===== src/rtl/rq_to_r3_fsm.sv =====
// Rq->R3 reducer: centre-lifts each coefficient mod Q, reduces mod 3, 4 cycles per coefficient.
// No backpressure; define RQ2R3_RANGE_CHECK_EN to flag RAM words >= Q on err.
module rq_to_r3_fsm #(
  parameter int Q  = 4591,
  parameter int AW = 11,
  parameter int DW = 13
) (
  input  logic          clk,
  input  logic          rst_n,
  input  logic          start,
  input  logic [AW-1:0] degp,
  output logic          rd_en,
  output logic [AW-1:0] rd_addr,
  input  logic [DW-1:0] mem_output,
  output logic          write_enable,
  output logic [AW-1:0] wr_addr,
  output logic [1:0]    wr_data,
  output logic          busy,
  output logic          done,
  output logic          err
);

  localparam int unsigned   QM3  = Q % 3;
  localparam logic [DW-1:0] HALF = DW'((Q - 1) / 2);

  typedef enum logic [2:0] {
    S_IDLE,
    S_READ,
    S_WAIT,
    S_CALC,
    S_WRITE,
    S_DONE
  } state_t;

  state_t        state;
  state_t        state_nxt;
  logic [AW-1:0] i_r;
  logic [AW-1:0] deg_r;
  logic [AW-1:0] rd_addr_r;
  logic [AW-1:0] wr_addr_r;
  logic [DW-1:0] x_r;
  logic [1:0]    code_r;
  logic          more;

  // Values above (Q-1)/2 represent x-Q; shifting by Q changes the residue by -(Q mod 3).
  function automatic logic [1:0] rq_to_r3(input logic [DW-1:0] x);
    logic [1:0] r;
    logic [2:0] t;
    r = 2'(x % DW'(3));
    t = {1'b0, r} + 3'(3 - QM3);
    if (x > HALF) begin
      return (t >= 3'd3) ? 2'(t - 3'd3) : 2'(t);
    end
    return r;
  endfunction

  assign more = (i_r < deg_r);

  always_ff @(posedge clk) begin
    if (!rst_n) begin
      state <= S_IDLE;
    end else begin
      state <= state_nxt;
    end
  end

  always_comb begin
    state_nxt    = state;
    rd_en        = 1'b0;
    write_enable = 1'b0;
    done         = 1'b0;
    busy         = (state != S_IDLE);
    case (state)
      S_IDLE: begin
        if (start) begin
          state_nxt = S_READ;
        end
      end
      S_READ: begin
        rd_en     = 1'b1;
        state_nxt = S_WAIT;
      end
      S_WAIT: begin
        state_nxt = S_CALC;
      end
      S_CALC: begin
        state_nxt = S_WRITE;
      end
      S_WRITE: begin
        write_enable = 1'b1;
        state_nxt    = more ? S_READ : S_DONE;
      end
      S_DONE: begin
        done      = 1'b1;
        state_nxt = S_IDLE;
      end
      default: begin
        state_nxt = S_IDLE;
      end
    endcase
  end

  // Address/data outputs only change on entry to their strobe state.
  always_ff @(posedge clk) begin
    if (!rst_n) begin
      i_r       <= '0;
      deg_r     <= '0;
      rd_addr_r <= '0;
      wr_addr_r <= '0;
      x_r       <= '0;
      code_r    <= '0;
    end else begin
      case (state)
        S_IDLE: begin
          if (start) begin
            deg_r     <= degp;
            i_r       <= '0;
            rd_addr_r <= '0;
          end
        end
        S_WAIT: begin
          x_r <= mem_output;
        end
        S_CALC: begin
          code_r    <= rq_to_r3(x_r);
          wr_addr_r <= i_r;
        end
        S_WRITE: begin
          if (more) begin
            i_r       <= i_r + AW'(1);
            rd_addr_r <= i_r + AW'(1);
          end
        end
        default: begin
        end
      endcase
    end
  end

  assign rd_addr = rd_addr_r;
  assign wr_addr = wr_addr_r;
  assign wr_data = code_r;

`ifdef RQ2R3_RANGE_CHECK_EN
  logic err_r;
  logic range_bad;

  // err is visible already in the WAIT cycle that sees the bad word, then held.
  assign range_bad = (state == S_WAIT) && ({1'b0, mem_output} >= (DW + 1)'(Q));

  always_ff @(posedge clk) begin
    if (!rst_n) begin
      err_r <= 1'b0;
    end else if ((state == S_IDLE) && start) begin
      err_r <= 1'b0;
    end else if (range_bad) begin
      err_r <= 1'b1;
    end
  end

  assign err = err_r | range_bad;
`else
  assign err = 1'b0;
`endif

endmodule


===== config.mk =====
export PLATFORM = sky130hd
export DESIGN_NAME = rq_to_r3_fsm
export DESIGN_NICKNAME = d
export VERILOG_FILES = /design/src/rtl/rq_to_r3_fsm.sv
export SDC_FILE = /design/constraint.sdc
export NUM_CORES = 1
export LEC_CHECK = 0
export BUFFER_PORTS_ARGS = -buffer_cell sky130_fd_sc_hd__buf_2
export CORE_UTILIZATION = 40
export DETAILED_ROUTE_END_ITERATION = 12
export SYNTH_ARGS = -nofsm -noshare
export SYNTH_HDL_FRONTEND = slang
export SYNTH_SLANG_ARGS = --single-unit

===== constraint.sdc =====
create_clock -name clk -period 5.5 [get_ports clk]
set_input_delay 1.65 -clock clk [delete_from_list [all_inputs] [get_ports clk]]
set_output_delay 1.65 -clock clk [all_outputs]
set_load 0.005 [all_outputs]

# Word-level counts from Yosys, hierarchy flattened
# Cells that the tools add are included.
# classes
addsub,3
div,1
n_lt_le_gt_ge,3
eq_ne,7
mux,15
reduce_logical,5
# op_table
operator,n
$mux W11,2
$pmux W11 S2,1
$pmux W3 S5,1
$gt A13 B12 Y1 const B,1
$mod A13 B2 Y13 const B,1
$add A11 B1 Y11 const B,1
$lt A11 B11 Y1,1
$eq A3 B2 Y1 const B,2
$eq A3 B3 Y1 const B,2
$mux W1,6
$mux W2,3
$mux W3,2
$ne A2 B2 Y1 const B,2
$add A2 B2 Y3 const B,1
$eq A3 B1 Y1 const B,1
$ge A3 B2 Y1 const B,1
$logic_not A3 Y1,1
$reduce_and A3 Y1,1
$reduce_bool A3 Y1,1
$reduce_and A2 Y1,1
$reduce_bool A2 Y1,1
$sub A2 B2 Y2 const B,1
# totals
regBits,51

# Logic depth before layout (Yosys ltp)
# Gate-level depths: netlist (run 1).
# depth
depth_word,6
mapped_depth,19
ltp_nobuf,18

# Worst setup path before layout (run 1)
# OpenSTA, ideal clock, no wires.
# synth_timing
kind,register to register
from,reg x_r[7]
to,reg code_r[0] (netlist: wr_data[0])
setup_ps,116
arrival_time_ps,4209
required_time_ps,5384
slack_ps,1175
path_stages_with_launch,20
n_path_buf,1
period_less_slack_ps,4325
cell_sequence,dfxtp_1 > buf_6 > or4b_4 > mux2i_4 > o22ai_2 > and2_4 > a311o_1 > a2111oi_4 > nor2_1 > or3_1 > nand2_1 > ha_1 > a21oi_1 > o21ai_0 > a211oi_1 > and2_2 > a21oi_1 > ha_1 > or2_2 > a41o_1
# synth_between
elab_chain_cells,6
# synth_lines
item,line,source
"start, declared",41,logic [DW-1:0] x_r;
"start signal, assigned",122,x_r <= mem_output;
$mod A13 B2 Y13,49,r = 2'(x % DW'(3));
$add A2 B2 Y3,50,"t = {1'b0, r} + 3'(3 - QM3);"
$ge A3 B2 Y1 / $sub A2 B2 Y2 (equally long branches),52,return (t >= 3'd3) ? 2'(t - 3'd3) : 2'(t);
$mux W2,52,
$mux W2,51,if (x > HALF) begin
$mux W2 (*),54,return r;
"end signal, assigned",125,code_r <= rq_to_r3(x_r);
"end, declared",42,logic [1:0] code_r;
# Every way passes the cells marked *; elsewhere a longest branch is shown, timed or not. The select of a mux whose other input is x is not followed.
# A chain may end at the register's enable or synchronous reset.

# Final worst setup path (run 1)
# layout_timing
from,reg x_r[11]
to,reg code_r[0] (netlist: wr_data[0])
# The elaborated chain is that of the path after synthesis.

==> impl_metrics.csv, run 1 <==
group,metric,value,unit
power,p_comb_share,27.7,%
setup_path,cp-end-kind,"flop",
route,ant_nets,0,
sta,setup_viol,0,
cts,htree_levels,2,
cts,clk_latency,310,ps
setup_path,crit_family,"simple AND/OR/NAND/NOR gates",
die,die_width,90.6,um
placement,dpl_worst_slack,723,ps
route,first_pass_iters,4,
synth,synth_nets,444,
die,core.rowCount,31,
grt,antenna_found_initial,0,
cts,cts.path.max_buffers,2,
setup_path,crit_chain,"or4b_4, mux2i_4, o22ai_2, and2_4, a311o_1, a2111oi_4, nor2_1, or3_1, nand2_1, ha_1, a21oi_1, o21ai_0, a211oi_1, and2_2, a21oi_1, ha_1, or2_2, a41o_1",
sta,tightestPinTransition,967,ps
power,seqPwrFrac,42.8,%
power,internal_power,0.000650,W
setup_path,required,5710,ps
cells_and_area,fillers,747,
cts,tritoncts,"done",
run,cap_violations,0,
synth,synthArstFlopShare,0,%
synth,avgSynthCellArea,7.79,um2
cts,holdBufCountCts,0,
setup_path,worstSetupPathType,"reg -> reg",
cts,cts_setup_buffers,0,
die,start_util,42.4,%
cells_and_area,multi_input_comb_area,0.00191,mm2
worst_hold_path,hold_path_class,"reg -> reg",
cells_and_area,antenna_cells,0,
synth,yosysWarnings,0,
sta,rsz0062_at_grt,"false",
cts,cts_root_buf,"clkbuf_8",
setup_path,rr_worst_depth,18,
setup_path,rrSetupSlack,740,ps
grt,grt_first_pass_wirelength,12600,um
power,p_leak,1.40,nW
route,detail_route.wirelength,7290,um
setup_path,worst-path-buf-inv,0,
setup_path,crit_path_max_incr_delay,610,ps
setup_path,worstPathArrival,4970,ps
synth,seq_area_frac_synth,32.5,%
grt,grt_use_total,18.8,%
setup_path,r2r-end,"wr_data[0]",
cells_and_area,fin_nets,481,
placement,place_hpwl,5300,um
route,via_per_inst,5.34,
grt,grt_pass1_vias,2690,
power,pwr-share-clk,29.5,%
synth,synth_cells,403,
sta,holdWs,458,ps
die,ios,56,
cts,cts_sinks,51,
sta,hold_viol,0,
cells_and_area,drive_gt1_share,19.3,%
worst_hold_path,hold_path.startpoint,"deg_r[8]",
route,first_iter_violations,139,
cts,clk_pin_slew,100,ps
cts,cts.repair.resized,0,
worst_hold_path,min_to,"deg_r[8]",
die,fp.coreArea,0.00741,mm2
synth,yosys-top-cells-area,"dfxtp_1 (33%), nand2_1 (10%), a21oi_1 (7.8%)",
synth,ys_types,69,
setup_path,startpoint_type,"flop",
status,status,"finished, final reports clean",
cells_and_area,layout_common_cells,"nand2_1 (86), buf_2 (54), dfxtp_1 (51)",
setup_path,crit_fanout,14,
setup_path,timing.rr.start,"x_r[11]",
route,vias,2884,
power,switching_share,32.2,%
synth,synth_ff_type,"dfxtp_1",
synth,synth_top_cell_by_area,"dfxtp_1",
sta,slew_headroom,35.4,%
grt,grt_max_degree,31,
power,p_total,0.000959,W
cts,cts_buffers,5,
power,powerDensity,271,mW/mm2
sta,clock_skew,4.14,ps
synth,syn-cell-area,0.00314,mm2
route,routedWlPerCell,13.5,um
cells_and_area,layout.cells.most_common,"nand2_1",
synth,synth_top_area_share,32.5,%
setup_path,cp_slowest_cell,"or4b_4",
cells_and_area,seqCellArea,0.00102,mm2
power,max-vdd-ir-drop,0.108,mV
route,drc,0,
die,fp.dieH,90.6,um
sta,period_needed,4760,ps
power,switchingPower,0.000309,W
synth,ys_seq_elements,51,
sta,fin_setup_tns,0,ps
worst_hold_path,whs_path_depth,2,
die,dieArea,0.00820,mm2
sta,report.final.slew_viol_count,0,
cells_and_area,fin_util,47.8,%
placement,port-buffer-count,54,
placement,place_congestion,0.848,
grt,grt.overflow.total,0,
cells_and_area,area_growth,12.8,%
sta,fin_crit_sh,86.5,%
sta,fmax,210,MHz
synth,synth_edf_count,0,
sta,fin_ws,741,ps
## cell usage after synthesis, drive strengths merged (6+ instances only)
cell and instances:
nand2 87, dfxtp 51, a21oi 50, inv 20, nor2 19, clkbuf 17, ha 14, o21ai 12
nand3 11, xnor2 10, buf 9, a211oi 8, nor3 7, a21o 6
## kinds of logic (layout without fill, tap and decap cells)
family / Yosys count / in the layout / synth area share [%]
buf+inv: 46 / 84 / 6.54
simple gates: 167 / 167 / 26.0
flops: 51 / 51 / 32.5
xor+xnor: 13 / 13 / 3.87
compound gates: 107 / 107 / 23.6
mux: 4 / 4 / 1.71
fa+ha+maj: 14 / 14 / 5.58
other cells: 1 / 1 / 0.120
## flip-flops by register name (all words and copies together), names as in the netlist
name / count
state: 3
deg_r: 11
x_r: 13
wr_data: 2
wr_addr: 11
rd_addr: 11
## per-stage QoR
stage               area (um2)  std cells
floorplan                 3140        403
global placement          3420        532
detailed placement        3420        532
CTS                       3540        540
global route              3540        540
finish                    3540        540
## routing by layer
| metal | vias to the layer above | part of all wire (%) | global-route usage, % |
|---|---|---|---|
| li1 | 1480 | - | - |
| met1 | 1332 | 46 | 23.8 |
| met2 | 65 | 49 | 32.9 |
| met3 | 7 | 4.1 | 3.03 |
| met4 | 0 | 1.0 | 4.57 |
| met5 | - | 0 | 0 |
## layout make-up
cell class | instances | share of cell area [%]
multi-input cells | 306 | 54.0
inverters | 20 | 2.12
clock inverters | 2 | 1.10
clock buffers | 6 | 2.33
flip-flops and latches | 51 | 28.9
repair buffers | 56 | 8.06
well taps | 99 | 3.50
## power groups by stage
stage / clock [W] / combinational (W) / sequential (W)
after floorplan: 0 / 0.000227 / 0.000401
after global placement: 0 / 0.000260 / 0.000418
after detailed placement: 0 / 0.000265 / 0.000418
after CTS: 0.000290 / 0.000267 / 0.000410
after global routing: 0.000305 / 0.000305 / 0.000414
final: 0.000283 / 0.000265 / 0.000410
## how the worst max path moves through the flow
stage | from | cells past startpoint | end | slack [ps]
2_1_floorplan | x_r[7] | 19 | wr_data[0] | 1170
5_1_grt | x_r[7] | 18 | wr_data[0] | 440
3_5_place_dp | x_r[11] | 18 | wr_data[0] | 720
4_1_cts | x_r[11] | 18 | wr_data[0] | 730
6_report | x_r[11] | 18 | wr_data[0] | 740
3_3_place_gp | x_r[11] | 18 | wr_data[0] | 900
## worst min-delay path: stages, from the launching register on
cell and delay, ps:
dfxtp_1 320, nand2_1 50, a21oi_1 50
Note: power is estimated with default switching activity, not from simulation.
==> run 2, diff against run 1 <==
PLACE_DENSITY = 0.58   (was unset)
==> impl_metrics.csv, run 2 (same netlist as run 1, synthesis figures left out) <==
group,metric,value,unit
status,status,"finished, final reports clean",
cts,cts.path.max_buffers,2,
route,first_iter_violations,123,
route,routedWlPerCell,13.5,um
cells_and_area,largest_reg_flops,13,
setup_path,crit_path_max_incr_delay,620,ps
placement,dp.cells,532,
grt,grt.overflow.total,0,
setup_path,crit_fanout,14,
grt,antenna_found_initial,0,
die,start_util,42.4,%
setup_path,worstPathArrival,4980,ps
setup_path,worstSetupPathType,"reg -> reg",
sta,slew_headroom,48.0,%
setup_path,crit_chain,"or4b_4, mux2i_4, o22ai_1, and4_1, a211oi_1, a211o_1, nand2_1, or3_1, nand2_1, ha_1, a21oi_1, o21ai_0, a211oi_1, and2_2, a21oi_1, ha_1, or2_2, a41o_1",
run,cap_violations,0,
cells_and_area,layout_common_cells,"nand2_1 (86), buf_2 (54), dfxtp_1 (51)",
grt,grt_use_total,18.6,%
cells_and_area,layout.cells.most_common,"nand2_1",
sta,tightestPinTransition,776,ps
cells_and_area,area_growth,11.8,%
cts,cts_sinks,51,
cts,holdBufCountCts,0,
cells_and_area,finalNonFillerCells,540,
route,first_pass_iters,4,
cells_and_area,regMostFlops,"x_r",
sta,fin_crit_sh,86.8,%
sta,fin_setup_tns,0,ps
setup_path,startpoint_type,"flop",
cells_and_area,antenna_cells,0,
die,die_width,90.6,um
die,dieArea,0.00820,mm2
sta,rsz0062_at_grt,"false",
power,max-vdd-ir-drop,0.124,mV
sta,clock_skew,9.50,ps
cts,cts.repair.resized,0,
cts,clk_latency,320,ps
sta,setup_viol,0,
setup_path,cp_slowest_cell,"or4b_4",
worst_hold_path,hold_path_class,"reg -> reg",
sta,fmax,210,MHz
placement,place_congestion,0.826,
cells_and_area,fin_nets,481,
die,fp.dieH,90.6,um
route,via_per_inst,5.36,
cts,htree_levels,2,
setup_path,required,5710,ps
cts,tritoncts,"done",
sta,hold_viol,0,
route,detail_route.wirelength,7280,um
power,p_leak,1.38,nW
placement,place_hpwl,5340,um
setup_path,cp-end-kind,"flop",
cts,cts_buffers,5,
cts,cts_root_buf,"clkbuf_8",
cts,cts_setup_buffers,0,
cells_and_area,drive_gt1_share,19.3,%
grt,grt_max_degree,25,
placement,port-buffer-count,54,
route,ant_nets,0,
cells_and_area,fillers,760,
sta,report.final.slew_viol_count,0,
die,fp.coreArea,0.00741,mm2
sta,period_needed,4770,ps
grt,grt_pass1_vias,2671,
route,vias,2893,
cts,clk_pin_slew,100,ps
die,core.rowCount,31,
die,ios,56,
grt,grt_first_pass_wirelength,12400,um
route,drc,0,
power,powerDensity,258,mW/mm2
-- run 2: cell types whose count changed in the layout (fill, tap and decap cells not counted), sizes merged --
cell,previous run,this run
clkbuf,6,5
bufinv,1,0
clkinv,0,2
-- run 2: area by class of cell --
type                       instances  area [um2]  share of cell area [%]
clock buffer                       5        68.8                    1.96
multi-input combinational        306        1910                    54.5
tap                               99         124                    3.53
inverter                          20        75.1                    2.14
clock inverter                     3        22.5                   0.642
sequential                        51        1020                    29.1
timing repair buffer              56         285                    8.13
-- run 2: metrics by stage --
stage	utilization (%)	instance area (um2)	total power (W)	setup slack [ps]	hold WS, ps
finish	47.4	3510	0.000906	728	455
global route	47.4	3510	0.000966	396	469
CTS	47.4	3510	0.000913	772	457
detailed placement	46.1	3420	0.000682	794	443
global placement	46.1	3420	0.000676	910	442
floorplan	-	3140	0.000629	1170	436
-- run 2: path summary, 6_finish.rpt --
kind / slack [ps] / endpoint / startpoint / cells past startpoint
setup / recovery: 730 / wr_data[0] / x_r[11] / 18
hold / removal: 460 / wr_addr[0] / wr_addr[0] / 2
setup reg to reg: 730 / wr_data[0] / x_r[11] / 18
hold reg to reg: 460 / wr_addr[0] / wr_addr[0] / 2
-- run 2: per-layer routing --
metal	routed length [um]	vias to the layer above	part of all wire (%)	global-route usage [%]
li1	-	1478	-	-
met1	3410	1344	47	23.5
met2	3520	61	48	32.2
met3	271	10	3.7	3.11
met4	82	0	1.1	5.11
met5	0	-	0	0
-- run 2: power breakdown --
| part | switching, W | internal [W] | leakage [nW] |
|---|---|---|---|
| clock network | 0.000138 | 0.0000916 | 0.0485 |
| logic | 0.000150 | 0.000115 | 0.920 |
| registers | 0.0000257 | 0.000385 | 0.414 |
-- run 2: critical path: cells and delay by family (launching register included) --
family                   cells  cell delay, ps
AO/OA/AOI/OAI                8            1700
multiplexers                 1             180
AND/OR/NAND/NOR              7            1880
flip-flops                   1             460
adder cells (fa/ha/maj)      2             420
